$ cat src/rtl/vga_apb_initiator_if.sv
// APB bus bundle between the VGA pixel initiator (master) and the VGA APB responder (slave).
interface vga_apb_initiator_if;
  logic [31:0] out_paddr;
  logic        out_psel;
  logic        out_penable;
  logic [2:0]  out_pprot;
  logic        out_pwrite;
  logic [31:0] out_pwdata;
  logic [3:0]  out_pstrb;
  logic        out_pready;
  logic [31:0] out_prdata;
  logic        out_pslverr;

  modport master (
    output out_paddr, out_psel, out_penable, out_pprot, out_pwrite, out_pwdata, out_pstrb,
    input  out_pready, out_prdata, out_pslverr
  );

  modport slave (
    input  out_paddr, out_psel, out_penable, out_pprot, out_pwrite, out_pwdata, out_pstrb,
    output out_pready, out_prdata, out_pslverr
  );
endinterface

$ cat src/rtl/vga_apb_initiator.sv
// APB write initiator: queues 24-bit pixels and one pending control bit, then issues
// single APB writes to the VGA responder with timeout and error accounting.
module vga_apb_initiator #(
  parameter logic [31:0] DATA_ADDR  = 32'h2100_0000,
  parameter logic [31:0] CTRL_ADDR  = 32'h2100_0010,
  parameter int          FIFO_DEPTH = 4,
  parameter int          TIMEOUT    = 16
) (
  input  logic                clock,
  input  logic                reset,
  input  logic                pix_valid,
  output logic                pix_ready,
  input  logic [23:0]         pix_data,
  input  logic                ctrl_valid,
  output logic                ctrl_ready,
  input  logic                ctrl_data,
  vga_apb_initiator_if.master apb,
  output logic                busy,
  output logic [7:0]          err_count,
  output logic                timeout_err
);
  localparam int AW = (FIFO_DEPTH > 1) ? $clog2(FIFO_DEPTH) : 1;
  localparam int CW = $clog2(TIMEOUT + 1);
  localparam logic [AW:0]   DEPTH_C   = (AW+1)'(FIFO_DEPTH);
  localparam logic [AW:0]   CNT_ONE   = (AW+1)'(1);
  localparam logic [AW-1:0] PTR_ONE   = AW'(1);
  localparam logic [CW-1:0] TIMEOUT_C = CW'(TIMEOUT);
  localparam logic [CW-1:0] WCNT_ONE  = CW'(1);

  typedef enum logic [1:0] {
    S_IDLE   = 2'd0,
    S_SETUP  = 2'd1,
    S_ACCESS = 2'd2
  } state_e;

  state_e        state_q, state_d;
  logic [23:0]   fifo_mem_q [FIFO_DEPTH];
  logic [AW-1:0] wptr_q, wptr_d, rptr_q, rptr_d;
  logic [AW:0]   cnt_q, cnt_d;
  logic          ctrl_pend_q, ctrl_pend_d;
  logic          ctrl_val_q, ctrl_val_d;
  logic [31:0]   paddr_q, paddr_d;
  logic [31:0]   pwdata_q, pwdata_d;
  logic [CW-1:0] wcnt_q, wcnt_d;
  logic [7:0]    err_q, err_d;
  logic          tmo_q, tmo_d;

  logic fifo_empty, fifo_full, push, pop, ctrl_acc, work, load;
  logic unused_prdata;

  function automatic logic [7:0] sat_inc8(input logic [7:0] v);
    return (v == 8'hFF) ? v : v + 8'd1;
  endfunction

  assign fifo_empty = (cnt_q == '0);
  assign fifo_full  = (cnt_q == DEPTH_C);
  assign pix_ready  = !fifo_full && !reset;
  assign ctrl_ready = !ctrl_pend_q && !reset;
  assign push       = pix_valid && pix_ready;
  assign ctrl_acc   = ctrl_valid && ctrl_ready;
  assign work       = ctrl_pend_q || !fifo_empty;

  // A timeout is an abort: it always returns to IDLE so psel drops for a cycle.
  always_comb begin
    state_d = state_q;
    load    = 1'b0;
    wcnt_d  = wcnt_q;
    err_d   = err_q;
    tmo_d   = tmo_q;
    case (state_q)
      S_IDLE: begin
        if (work) begin
          state_d = S_SETUP;
          load    = 1'b1;
        end
      end
      S_SETUP: begin
        state_d = S_ACCESS;
        wcnt_d  = WCNT_ONE;
      end
      S_ACCESS: begin
        if (apb.out_pready) begin
          if (apb.out_pslverr) err_d = sat_inc8(err_q);
          if (work) begin
            state_d = S_SETUP;
            load    = 1'b1;
          end else begin
            state_d = S_IDLE;
          end
        end else if (wcnt_q == TIMEOUT_C) begin
          err_d   = sat_inc8(err_q);
          tmo_d   = 1'b1;
          state_d = S_IDLE;
        end else begin
          wcnt_d = wcnt_q + WCNT_ONE;
        end
      end
      default: state_d = S_IDLE;
    endcase
  end

  // Transfer selection on SETUP entry; a pending control write beats queued pixels.
  always_comb begin
    pop         = 1'b0;
    ctrl_pend_d = ctrl_pend_q;
    ctrl_val_d  = ctrl_val_q;
    paddr_d     = paddr_q;
    pwdata_d    = pwdata_q;
    if (load) begin
      if (ctrl_pend_q) begin
        paddr_d     = CTRL_ADDR;
        pwdata_d    = {31'b0, ctrl_val_q};
        ctrl_pend_d = 1'b0;
      end else begin
        paddr_d  = DATA_ADDR;
        pwdata_d = {8'h00, fifo_mem_q[rptr_q]};
        pop      = 1'b1;
      end
    end
    if (ctrl_acc) begin
      ctrl_pend_d = 1'b1;
      ctrl_val_d  = ctrl_data;
    end
    wptr_d = push ? wptr_q + PTR_ONE : wptr_q;
    rptr_d = pop  ? rptr_q + PTR_ONE : rptr_q;
    case ({push, pop})
      2'b10:   cnt_d = cnt_q + CNT_ONE;
      2'b01:   cnt_d = cnt_q - CNT_ONE;
      default: cnt_d = cnt_q;
    endcase
  end

  always_ff @(posedge clock) begin
    if (reset) begin
      state_q     <= S_IDLE;
      wptr_q      <= '0;
      rptr_q      <= '0;
      cnt_q       <= '0;
      ctrl_pend_q <= 1'b0;
      ctrl_val_q  <= 1'b0;
      paddr_q     <= '0;
      pwdata_q    <= '0;
      wcnt_q      <= '0;
      err_q       <= '0;
      tmo_q       <= 1'b0;
    end else begin
      state_q     <= state_d;
      wptr_q      <= wptr_d;
      rptr_q      <= rptr_d;
      cnt_q       <= cnt_d;
      ctrl_pend_q <= ctrl_pend_d;
      ctrl_val_q  <= ctrl_val_d;
      paddr_q     <= paddr_d;
      pwdata_q    <= pwdata_d;
      wcnt_q      <= wcnt_d;
      err_q       <= err_d;
      tmo_q       <= tmo_d;
    end
  end

  always_ff @(posedge clock) begin
    if (push) fifo_mem_q[wptr_q] <= pix_data;
  end

  assign apb.out_psel    = (state_q != S_IDLE);
  assign apb.out_penable = (state_q == S_ACCESS);
  assign apb.out_pwrite  = (state_q != S_IDLE);
  assign apb.out_pstrb   = (state_q != S_IDLE) ? 4'hF : 4'h0;
  assign apb.out_pprot   = 3'b000;
  assign apb.out_paddr   = paddr_q;
  assign apb.out_pwdata  = pwdata_q;

  assign busy        = (state_q != S_IDLE) || !fifo_empty || ctrl_pend_q;
  assign err_count   = err_q;
  assign timeout_err = tmo_q;

  assign unused_prdata = ^apb.out_prdata;
endmodule
$ cat src/flat_wrapper.sv
// flat-port wrapper written by rule: the top's interface ports become plain ports
module vga_apb_initiator_flat 
#(
  parameter logic [31:0] DATA_ADDR  = 32'h2100_0000,
  parameter logic [31:0] CTRL_ADDR  = 32'h2100_0010,
  parameter int          FIFO_DEPTH = 4,
  parameter int          TIMEOUT    = 16
)
  (clock, reset, pix_valid, pix_ready, pix_data, ctrl_valid, ctrl_ready, ctrl_data, busy, err_count, timeout_err, apb_out_paddr, apb_out_psel, apb_out_penable, apb_out_pprot, apb_out_pwrite, apb_out_pwdata, apb_out_pstrb, apb_out_pready, apb_out_prdata, apb_out_pslverr);
  vga_apb_initiator_if apb_i ();
  input  logic clock;
  input  logic reset;
  input  logic pix_valid;
  output logic pix_ready;
  input  logic [23:0] pix_data;
  input  logic ctrl_valid;
  output logic ctrl_ready;
  input  logic ctrl_data;
  output logic busy;
  output logic [7:0] err_count;
  output logic timeout_err;
  output wire logic [$bits(apb_i.out_paddr)-1:0] apb_out_paddr;
  output wire logic [$bits(apb_i.out_psel)-1:0] apb_out_psel;
  output wire logic [$bits(apb_i.out_penable)-1:0] apb_out_penable;
  output wire logic [$bits(apb_i.out_pprot)-1:0] apb_out_pprot;
  output wire logic [$bits(apb_i.out_pwrite)-1:0] apb_out_pwrite;
  output wire logic [$bits(apb_i.out_pwdata)-1:0] apb_out_pwdata;
  output wire logic [$bits(apb_i.out_pstrb)-1:0] apb_out_pstrb;
  input wire logic [$bits(apb_i.out_pready)-1:0] apb_out_pready;
  input wire logic [$bits(apb_i.out_prdata)-1:0] apb_out_prdata;
  input wire logic [$bits(apb_i.out_pslverr)-1:0] apb_out_pslverr;
  assign apb_out_paddr = apb_i.out_paddr;
  assign apb_out_psel = apb_i.out_psel;
  assign apb_out_penable = apb_i.out_penable;
  assign apb_out_pprot = apb_i.out_pprot;
  assign apb_out_pwrite = apb_i.out_pwrite;
  assign apb_out_pwdata = apb_i.out_pwdata;
  assign apb_out_pstrb = apb_i.out_pstrb;
  assign apb_i.out_pready = apb_out_pready;
  assign apb_i.out_prdata = apb_out_prdata;
  assign apb_i.out_pslverr = apb_out_pslverr;
  vga_apb_initiator #(.DATA_ADDR(DATA_ADDR), .CTRL_ADDR(CTRL_ADDR), .FIFO_DEPTH(FIFO_DEPTH), .TIMEOUT(TIMEOUT)) u_core (.clock(clock), .reset(reset), .pix_valid(pix_valid), .pix_ready(pix_ready), .pix_data(pix_data), .ctrl_valid(ctrl_valid), .ctrl_ready(ctrl_ready), .ctrl_data(ctrl_data), .apb(apb_i), .busy(busy), .err_count(err_count), .timeout_err(timeout_err));
endmodule
$ cat config.mk
export PLATFORM = sky130hd
export DESIGN_NAME = vga_apb_initiator_flat
export DESIGN_NICKNAME = d
export VERILOG_FILES = /design/src/rtl/vga_apb_initiator_if.sv /design/src/rtl/vga_apb_initiator.sv /design/src/flat_wrapper.sv
export SDC_FILE = /design/constraint.sdc
export NUM_CORES = 1
export LEC_CHECK = 0
export ABC_AREA = 1
export ABC_CLOCK_PERIOD_IN_PS = 3200
export BUFFER_PORTS_ARGS = -buffer_cell sky130_fd_sc_hd__buf_2
export CAP_MARGIN = 30
export CELL_PAD_IN_SITES_DETAIL_PLACEMENT = 0
export CELL_PAD_IN_SITES_GLOBAL_PLACEMENT = 1
export CORE_UTILIZATION = 41
export DETAILED_ROUTE_END_ITERATION = 10
export GPL_ROUTABILITY_DRIVEN = 0
export PLACE_DENSITY = 0.86
export SYNTH_ARGS = -nofsm -noshare
export SYNTH_HDL_FRONTEND = slang
export SYNTH_SLANG_ARGS = --single-unit
$ cat constraint.sdc
create_clock -name clock -period 3.2 [get_ports clock]
set_input_delay 0.32 -clock clock [delete_from_list [all_inputs] [get_ports clock]]
set_output_delay 0.32 -clock clock [all_outputs]
set_load 0.005 [all_outputs]
==> results of run 1 <==
==> cells by family (layout without fill, tap and decap cells) <==
logic type      count (synthesis)  count (layout)  synth area share
simple gates                  268             268             0.176
flops                         149             149             0.615
compound gates                103             103            0.0824
buf+inv                       103             147            0.0980
fa+ha+maj                       9               9            0.0187
xor+xnor                        7               7           0.00956
other cells                     1              40          0.000585
==> worst max-delay path: stages (launching register included) <==
cell	delay [ns]
dfxtp_1	0.46
nor2_4	0.07
a21oi_1	0.27
nand2_2	0.19
ha_1	0.28
fa_1	0.41
a21oi_1	0.14
o21ai_0	0.11
o21ai_0	0.16
a21oi_1	0.06
==> final timing paths <==
kind         slack [ns]                      start                         to  cells after the start
max reg2reg        0.93            u_core.cnt_q[0]            u_core.cnt_q[2]                      9
min reg2reg        0.46  u_core.apb.out_pwdata[23]  u_core.apb.out_pwdata[23]                      2
max                0.93            u_core.cnt_q[0]            u_core.cnt_q[2]                      9
min                0.12               pix_data[17]   u_core.fifo_mem_q[1][17]                      1
==> through the flow <==
stage | setup WS (ns) | hold slack [ns] | area, sq um | util
3_5_place_dp | 0.930 | 0.453 | 6760 | 0.443
3_3_place_gp | 0.971 | 0.446 | 6760 | 0.443
2_1_floorplan | 0.839 | 0.419 | 6560 | -
6_report | 0.925 | 0.118 | 7390 | 0.484
4_1_cts | 0.923 | 0.101 | 7390 | 0.484
5_1_grt | 0.687 | 0.105 | 7390 | 0.484
==> routing by layer <==
metal,global-route usage,part of all wire
met1,0.200,0.42
met2,0.295,0.51
met3,0.0444,0.056
met4,0.0693,0.012
met5,0,0.00078
==> sequential cells by signal, summed over array words and instances (netlist names), 2 cells and up, named ones only <==
name / count
u_core.fifo_mem_q: 96
u_core.apb.out_paddr: 2
u_core.rptr_q: 2
u_core.err_count: 8
u_core.apb.out_pwdata: 24
u_core.wcnt_q: 5
u_core.state_q: 2
u_core.wptr_q: 2
u_core.cnt_q: 3
==> Yosys cell counts, drive strengths merged <==
| cell | number | area, sq um |
|---|---|---|
| nor3 | 2 | 15.0 |
| ha | 8 | 100 |
| nand3b | 2 | 15.0 |
| clkinv | 1 | 8.76 |
| nand3 | 17 | 115 |
| xor2 | 6 | 52.6 |
| nand4 | 3 | 18.8 |
| xnor2 | 1 | 8.76 |
| nor2 | 115 | 459 |
| o21ai | 52 | 260 |
| a21oi | 50 | 262 |
| edfxtp | 96 | 2880 |
| inv | 31 | 116 |
| clkbuf | 6 | 22.5 |
| dfxtp | 53 | 1060 |
| buf | 65 | 480 |
| fa | 1 | 20.0 |
| nor3b | 1 | 7.51 |
| conb | 1 | 3.75 |
| nand2 | 128 | 495 |
| a31oi | 1 | 6.26 |
==> layout make-up <==
| class | count | area [sq um] | share of cell area |
|---|---|---|---|
| sequential | 149 | 3940 | 0.534 |
| clock buffer | 18 | 429 | 0.0581 |
| clock inverter | 14 | 198 | 0.0268 |
| inverter | 32 | 125 | 0.0169 |
| multi-input combinational | 427 | 2000 | 0.270 |
| timing repair buffer | 83 | 433 | 0.0586 |
| tap | 211 | 264 | 0.0357 |
==> cells in the final DEF, fill, tap and decap left out, types with 3 or more instances in the layout <==
cell type	synthesis	final
inv_2	4	4
buf_4	50	7
nand4_1	3	3
o21ai_1	27	27
a21oi_1	49	49
buf_2	9	76
nor2_1	110	106
dfxtp_1	53	53
ha_1	8	8
inv_1	27	27
nand2_1	122	122
o21ai_0	25	25
bufinv_16	0	4
nor2_4	3	3
nand3_1	14	14
clkbuf_16	0	17
inv_6	0	4
xor2_1	6	6
clkinv_4	1	3
nor2_2	2	6
nand2_2	6	6
edfxtp_1	96	96
conb_1	1	40
==> power breakdown <==
group | internal (mW) | total (mW) | switching [mW]
registers | 2.30 | 2.46 | 0.152
clock network | 1.31 | 2.09 | 0.777
logic | 0.541 | 1.56 | 1.02
==> metrics.csv, run 1 <==
stage;metric;value;unit
status;status;complete, no violations;
floorplan;die_x;127;um
min_path;hp-class;in -> reg;
global_route;antenna_found_initial;1;
place;place_inst;902;
timing;setup_viol;0;
yosys;syn_area;6410;sq um
clocking;h-tree-depth;4;
cells_and_area;syn_to_final_growth;15.2;%
timing;period_share;0.711;
floorplan;start_util;0.420;
clocking;cts_resized;0;
drt;via_per_inst;4.71;
drt;wire_per_inst;13.8;um
yosys;ys_warn_count;0;
clocking;clockBufferDepth;2;
floorplan;core;15300;sq um
global_route;grt_pass1_vias;4293;
clocking;postCtsSetupRepairBufs;0;
drt;drt_iter0_markers;238;
worst_setup_path;crit_type;reg -> reg;
pwr;p_leak;2.97;nW
clocking;cts_hold_buffers;0;
timing;skew;0.0150;ns
drt;dr.pass1.iters;5;
global_route;grt_start_max_net_pins;51;
clocking;tritoncts;done;
drt;wirelength;12900;um
cells_and_area;nFillCells;1352;
cells_and_area;finalNetCount;782;
cells_and_area;layout-drive-gt1-share;0.192;
place;dp_hpwl;7880;um
worst_setup_path;worstSetupEndpointType;flop;
worst_setup_path;cp_max_fo;7;
timing;rsz0062_at_grt;false;
clocking;numCtsBuffers;17;
timing;setup_tns;0;ns
timing;min_period;2.27;ns
clocking;cts.sinks;149;
worst_setup_path;cp.required;3.49;ns
floorplan;die_y;127;um
drt;drc;0;
global_route;gr-total-overflow;0;
clocking;clkLatencyLatePin;0.42;ns
pwr;power.total;6.10;mW
pwr;powerDensity;826;nW/um^2
worst_setup_path;arrival;2.57;ns
timing;hold_viol;0;
yosys;ys_ff_latch;149;
timing;fmax;440;MHz
place;port_buffers;76;
timing;maxSlewViolCount;0;
global_route;grt_pass1_wl;20900;um
pwr;ir_worst_vdd;0.000569;V
clocking;clkTransAtPathRegs;0.06;ns
yosys;syn_area_per_cell;10.0;sq um
yosys;synthDistinctLibCells;33;
floorplan;io_pins;149;
cells_and_area;diodes;0;
job;maxCapViolations;0;
drt;final_antenna_net_count;0;
worst_setup_path;startpoint_type;flop;
floorplan;row_count;45;
timing;maxSlewHeadroom;0.379;
yosys;yosysSeqAreaShare;0.615;
yosys;synth_cells;640;
floorplan;floorplan.die_area;16100;sq um
drt;vias;4402;
clocking;clockRootBuffer;clkbuf_16;
cells_and_area;stdcell_count;934;
global_route;gr-usage-all-layers;0.170;
timing;tightest_slew;0.931;ns
(Power assumes the default switching activity.)
==> run 2, diff against run 1 <==
Settings changed: ABC_AREA 1 to 0, ABC_CLOCK_PERIOD_IN_PS 3200 to 2000, CORE_UTILIZATION 41 to 39, PLACE_DENSITY 0.86 to 0.82.
Clock period 3.2 ns to 2 ns, I/O delays scaled along.
==> metrics.csv, run 2 <==
stage;metric;value;unit;change
timing;setup_viol;0;;unchanged
global_route;grt_start_max_net_pins;57;;+12%
timing;skew;0.0106;ns;-0.00445 ns
worst_setup_path;reg2regPathDepth;7;;-2
yosys;synth-edff-count;96;;unchanged
worst_setup_path;cp_max_fo;2;;-5
cells_and_area;finalNetCount;597;;-24%
yosys;netlist_top_cells_count;edfxtp_1 (96), dfxtp_1 (53), buf_4 (48);;
cells_and_area;multi_input_area;1810;sq um;-9.4%
worst_setup_path;cp.buffers_inverters;0;;unchanged
clocking;cts.sinks;149;;unchanged
worst_setup_path;arrival;2.31;ns;-0.26 ns
place;dp_hpwl;7040;um;-11%
status;status;complete, no violations;;
yosys;yosysMostFrequentCell;edfxtp_1;;
worst_setup_path;cp.required;2.34;ns;-1.15 ns
floorplan;die_x;127;um;about the same
drt;final_antenna_net_count;0;;unchanged
timing;hold_viol;0;;unchanged
yosys;ys_ff_latch;149;;unchanged
drt;dr.pass1.iters;5;;unchanged
yosys;syn_area;6090;sq um;-5.0%
cells_and_area;final_util;0.492;;+0.00780
drt;wire_per_inst;16.8;um;+22%
global_route;grt_pass1_wl;19500;um;-6.8%
cells_and_area;diodes;0;;unchanged
cells_and_area;postLayoutCellArea;7480;sq um;+1.2%
cells_and_area;nFillCells;1258;;-7.0%
drt;via_per_inst;5.07;;+7.6%
drt;drt_iter0_markers;184;;-23%
worst_setup_path;cpPeakStageDelay;0.36;ns;-0.10 ns
drt;vias;3681;;-16%
global_route;gr-usage-all-layers;0.162;;-0.00737
yosys;ys_warn_count;0;;unchanged
drt;wirelength;12200;um;-5.5%
worst_setup_path;slowest_stage;dfxtp_4;;
worst_setup_path;worstSetupEndpointType;flop;;
worst_setup_path;path_depth;7;;-2
timing;rsz0062_at_grt;true;;
yosys;synthDistinctLibCells;45;;+36%
worst_setup_path;path_delay_family;simple AND/OR/NAND/NOR gates;;
place;port_buffers;76;;unchanged
global_route;grt_pass1_vias;3801;;-11%
cells_and_area;top_register;u_core.fifo_mem_q;;
worst_setup_path;worstSetupStartpoint;u_core.ctrl_pend_q;;
drt;drc;0;;unchanged
global_route;antenna_found_initial;0;;-1
pwr;p_leak;2.82;nW;-5.1%
timing;fmax;508;MHz;+16%
cells_and_area;largest_reg_flops;96;;unchanged
cells_and_area;mostFrequentLayoutCell;edfxtp_1;;
yosys;async_reset_ff_frac;0;;unchanged
timing;maxSlewHeadroom;0.572;;+0.193
yosys;yosysSeqAreaShare;0.647;;+0.0322
floorplan;floorplan.die_area;16100;sq um;about the same
cells_and_area;syn_to_final_growth;22.8;%;
clocking;h-tree-depth;4;;unchanged
worst_setup_path;crit_top_cell;nor4_4;;
yosys;yosys-top-cells-area;edfxtp_1 (47%), dfxtp_1 (17%), mux4_2 (8.9%);;
worst_setup_path;reg2reg_to;u_core.cnt_q[2];;
pwr;power.total;9.65;mW;+58%
yosys;synth_flop_cell;edfxtp_1;;
cells_and_area;final_cell_mix;edfxtp_1 (96), buf_2 (76), dfxtp_1 (49);;
floorplan;row_count;45;;unchanged
clocking;clockBufferDepth;2;;unchanged
timing;tightest_slew;0.643;ns;-0.288 ns
worst_setup_path;cp_cell_sequence;nor4_4 > nor4_4 > ha_4 > fa_2 > xnor2_1 > or3_1 > a21oi_1;;
pwr;ir_worst_vdd;0.000902;V;+59%
clocking;clockRootBuffer;clkbuf_16;;
clocking;numCtsBuffers;17;;unchanged
worst_setup_path;crit_path_end;u_core.cnt_q[2];;
timing;maxSlewViolCount;0;;unchanged
floorplan;start_util;0.401;;-0.0194
timing;setup_tns;0;ns;unchanged
worst_setup_path;crit_type;reg -> reg;;
worst_setup_path;startpoint_type;flop;;
clocking;clkTransAtPathRegs;0.06;ns;about the same
yosys;synth_top_cell_area_share;0.473;;+0.0235
pwr;powerDensity;1290;nW/um^2;+56%
yosys;synth_top_area_cell;edfxtp_1;;
min_path;hp-class;in -> reg;;
worst_setup_path;r2r_slack;0.03;ns;-0.89 ns
clocking;tritoncts;done;;
worst_setup_path;rr_startpoint;u_core.ctrl_pend_q;;
cells_and_area;regArea;3960;sq um;+0.32%
clocking;clkLatencyLatePin;0.42;ns;about the same
place;postPlaceCellArea;6590;sq um;-2.6%
timing;min_period;1.97;ns;-0.306 ns
yosys;synth_cells;416;;-35%
timing;period_share;0.985;;+0.274
floorplan;die_y;127;um;about the same
floorplan;io_pins;149;;unchanged
floorplan;core;15200;sq um;-0.37%
yosys;syn_area_per_cell;14.6;sq um;+46%
global_route;gr-total-overflow;0;;unchanged
timing;worst_hold_slack;0.0151;ns;-0.103 ns
cells_and_area;layout-drive-gt1-share;0.301;;+0.109
job;maxCapViolations;0;;unchanged
## run 2: cell types whose count changed after synthesis, sizes merged, moves of 6 or more
cell   previous run  this run
nor2            115        41
o21ai            52         3
a21oi            50        15
a22oi             0        24
nand3            17         7
and2              0         6
mux4              0        24
buf              65        58
inv              31         9
nand2           128         7
## run 2: power breakdown
group          switching (mW)  internal, mW  total, mW
Combinational            1.27          1.23       2.50
Clock                    1.33          1.91       3.24
Sequential              0.252          3.66       3.91
## run 2: layer usage
| layer | vias to the layer above | share of wire | GRT usage |
|---|---|---|---|
| li1 | 1699 | - | - |
| met1 | 1834 | 0.41 | 0.183 |
| met2 | 139 | 0.52 | 0.288 |
| met3 | 9 | 0.055 | 0.0498 |
| met4 | 0 | 0.0086 | 0.0644 |
| met5 | - | 0 | 0 |
## run 2: what timing repair did
| item | 4_1_cts | 5_1_grt |
|---|---|---|
| endpoints found under the hold margin | 86 | 0 |
| hold buffers | 23 | 0 |
| pin swaps | 2 | 2 |
| setup buffers | 2 | 3 |
| endpoints found under the setup margin | 1 | 2 |
| resized for setup | 1 | 1 |
## run 2: final cells by class
class / count / share of cell area
clock buffers: 18 / 0.0587
inverters: 9 / 0.00452
clock inverters: 14 / 0.0222
multi-input cells: 230 / 0.242
flip-flops and latches: 149 / 0.529
well taps: 188 / 0.0314
repair buffers: 118 / 0.112
## run 2: metrics by stage
stage	setup slack, ns	instances
finish	0.0310	726
global route	-0.0765	726
CTS	0.0259	723
detailed placement	0.0268	666
global placement	0.0677	666
floorplan	-0.109	455
## run 2: worst min path at each step
stage                     slack (ns)         start                  endpoint  depth (start not counted)
after floorplan                 0.30   pix_data[0]   u_core.fifo_mem_q[0][0]                          0
after global routing           0.009  pix_data[20]  u_core.fifo_mem_q[0][20]                          1
after detailed placement        0.42  pix_data[11]  u_core.fifo_mem_q[3][11]                          1
after CTS                     0.0007  pix_data[20]  u_core.fifo_mem_q[0][20]                          1
after global placement          0.41  pix_data[11]  u_core.fifo_mem_q[0][11]                          1
final                           0.02  pix_data[20]  u_core.fifo_mem_q[0][20]                          1
## run 2: cell families (layout without fill, tap and decap cells)
| kind of cell | count (synthesis) | after routing | synth area share |
|---|---|---|---|
| flops | 149 | 149 | 0.647 |
| simple gates | 90 | 90 | 0.0809 |
| compound gates | 59 | 59 | 0.0680 |
| mux | 28 | 28 | 0.0953 |
| xor+xnor | 4 | 4 | 0.00575 |
| other cells | 1 | 40 | 0.000616 |
| fa+ha+maj | 9 | 9 | 0.0197 |
| buf+inv | 76 | 159 | 0.0824 |
==> run 3, diff against run 2 <==
--- a/config.mk
+++ b/config.mk
@@ -13,2 +13,3 @@
 export CELL_PAD_IN_SITES_GLOBAL_PLACEMENT = 1
+export CORE_ASPECT_RATIO = 1.4
 export CORE_UTILIZATION = 39
--- a/constraint.sdc
+++ b/constraint.sdc
@@ -3,2 +3,2 @@
 set_output_delay 0.2 -clock clock [all_outputs]
-set_load 0.005 [all_outputs]
+set_load 0.01 [all_outputs]
==> metrics.csv, run 3 (synthesis gave the netlist of run 2 again) <==
stage;metric;value;unit;change
status;status;complete, no violations;;
cells_and_area;finalNetCount;598;;+0.17%
global_route;grt_start_max_net_pins;57;;unchanged
clocking;clockRootBuffer;clkbuf_16;;
cells_and_area;top_register;u_core.fifo_mem_q;;
drt;wire_per_inst;15.9;um;-5.1%
global_route;grt_pass1_wl;18100;um;-7.5%
timing;skew;0.0116;ns;+0.00100 ns
timing;rsz0062_at_grt;true;;
pwr;p_leak;2.79;nW;-0.84%
place;port_buffers;76;;unchanged
drt;drc;0;;unchanged
worst_setup_path;reg2reg_to;u_core.cnt_q[2];;
job;maxCapViolations;0;;unchanged
timing;fmax;505;MHz;-0.60%
floorplan;row_count;53;;+18%
timing;worst_hold_slack;0.0440;ns;+0.0289 ns
floorplan;die_x;108;um;-15%
worst_setup_path;slowest_stage;dfxtp_4;;
cells_and_area;largest_reg_flops;96;;unchanged
cells_and_area;postLayoutCellArea;7460;sq um;-0.27%
worst_setup_path;cp.required;2.34;ns;about the same
cells_and_area;diodes;0;;unchanged
timing;hold_viol;0;;unchanged
global_route;grt_pass1_vias;3613;;-4.9%
worst_setup_path;worstSetupEndpointType;flop;;
cells_and_area;multi_input_area;1810;sq um;unchanged
timing;setup_viol;0;;unchanged
worst_setup_path;rr_startpoint;u_core.cnt_q[1];;
floorplan;start_util;0.403;;+0.00219
timing;setup_tns;0;ns;unchanged
worst_setup_path;reg2regPathDepth;8;;+1
place;dp_hpwl;7220;um;+2.7%
drt;vias;3589;;-2.5%
cells_and_area;layout-drive-gt1-share;0.301;;-0.000559
worst_setup_path;startpoint_type;flop;;
worst_setup_path;worstSetupStartpoint;u_core.cnt_q[1];;
pwr;ir_worst_vdd;0.000741;V;-18%
cells_and_area;mostFrequentLayoutCell;edfxtp_1;;
floorplan;io_pins;149;;unchanged
drt;wirelength;11600;um;-4.5%
drt;dr.pass1.iters;4;;-1
timing;min_period;1.98;ns;+0.0119 ns
clocking;clockBufferDepth;2;;unchanged
min_path;min_to;u_core.ctrl_val_q;;
place;place_ws;0.0396;ns;+0.0128 ns
cells_and_area;nFillCells;1273;;+1.2%
clocking;clkLatencyLatePin;0.42;ns;about the same
drt;drt_iter0_markers;183;;-0.54%
clocking;numCtsBuffers;17;;unchanged
timing;maxSlewViolCount;0;;unchanged
global_route;antenna_found_initial;0;;unchanged
min_path;hp-class;in -> reg;;
cells_and_area;regArea;3960;sq um;about the same
pwr;powerDensity;1280;nW/um^2;-1.1%
timing;maxSlewHeadroom;0.590;;+0.0189
min_path;hold_depth;3;;+2
cells_and_area;stdcell_count;731;;+0.69%
worst_setup_path;cpPeakStageDelay;0.38;ns;+0.02 ns
floorplan;core;15100;sq um;-0.54%
clocking;clkTransAtPathRegs;0.07;ns;about the same
place;postPlaceCellArea;6610;sq um;+0.38%
global_route;gr-total-overflow;0;;unchanged
floorplan;die_y;150;um;+18%
min_path;hp-start;ctrl_data;;
timing;final.setup.worst_slack;0.0190;ns;-0.0119 ns
floorplan;floorplan.die_area;16100;sq um;about the same
global_route;gr-usage-all-layers;0.151;;-0.0112
drt;final_antenna_net_count;0;;unchanged
worst_setup_path;crit_type;reg -> reg;;
cells_and_area;syn_to_final_growth;22.4;%;
worst_setup_path;cp_max_fo;4;;+2
cells_and_area;final_cell_mix;edfxtp_1 (96), buf_2 (76), dfxtp_1 (48);;
drt;via_per_inst;4.91;;-3.2%
worst_setup_path;r2r_slack;0.02;ns;about the same
timing;period_share;0.990;;+0.00596
place;place_inst;671;;+0.75%
clocking;h-tree-depth;4;;unchanged
clocking;cts.sinks;149;;unchanged
clocking;tritoncts;done;;
timing;tightest_slew;0.614;ns;-0.0283 ns
worst_setup_path;cp_cell_sequence;nor2_1 > a211oi_2 > inv_1 > ha_4 > fa_2 > xnor2_1 > or3_1 > a21oi_1;;
worst_setup_path;arrival;2.32;ns;about the same
[run 3: cell types whose count changed in the layout (fill, tap and decap cells not counted)]
cell	delta
clkinv_2	-2
dlygate4sd3_1	+1
clkinv_8	+2
clkinv_1	+1
bufinv_16	-2
inv_8	-2
dfxtp_1	-1
clkinvlp_4	+1
clkbuf_8	-1
dfxtp_2	+1
inv_6	+3
[run 3: how the worst max path moves through the flow]
| stage | endpoint | slack (ns) | cells past startpoint |
|---|---|---|---|
| 2_1_floorplan | u_core.cnt_q[2] | -0.11 | 8 |
| 3_3_place_gp | u_core.cnt_q[2] | 0.07 | 7 |
| 3_5_place_dp | u_core.cnt_q[2] | 0.04 | 7 |
| 4_1_cts | u_core.cnt_q[2] | 0.004 | 7 |
| 5_1_grt | u_core.cnt_q[2] | -0.06 | 7 |
| 6_report | u_core.cnt_q[2] | 0.02 | 8 |
[run 3: layout make-up]
| type | count | area share |
|---|---|---|
| clock buffers | 17 | 0.0570 |
| clock inverters | 15 | 0.0193 |
| inverters | 9 | 0.00453 |
| multi-input cells | 230 | 0.242 |
| flip-flops and latches | 149 | 0.531 |
| well taps | 192 | 0.0322 |
| repair buffers | 119 | 0.114 |
[run 3: per-stage QoR]
stage | total power, mW | util
final | 9.52 | 0.493
after global routing | 10.0 | 0.493
after CTS | 9.61 | 0.492
after detailed placement | 6.53 | 0.437
after global placement | 6.44 | 0.437
after floorplan | 5.83 | -
[run 3: what timing repair did]
action	4_1_cts	5_1_grt
pin swaps	1	5
hold endpoints to repair	96	0
resized for setup	1	2
setup buffers	2	2
endpoints found under the setup margin	1	1
hold buffers	24	0
[run 3: where the power goes]
part	leakage, nW	switching, mW	total [mW]	internal, mW
logic	1.21	1.32	2.57	1.25
registers	1.31	0.284	3.95	3.66
clock network	0.272	1.36	3.00	1.64
[run 3: critical path: cells and delay by family, from the launching register on]
kind            cells  cell delay (ns)
compound gates      2             0.37
xor+xnor            1             0.15
fa+ha+maj           2             0.51
buf+inv             1             0.11
flops               1             0.38
simple gates        2             0.39
[run 3: per-layer routing]
layer	global-route usage	vias to the layer above	part of all wire
met4	0.0726	0	0.014
met3	0.0379	13	0.040
met1	0.167	1759	0.40
met2	0.268	113	0.54
met5	0	-	0
li1	-	1704	-
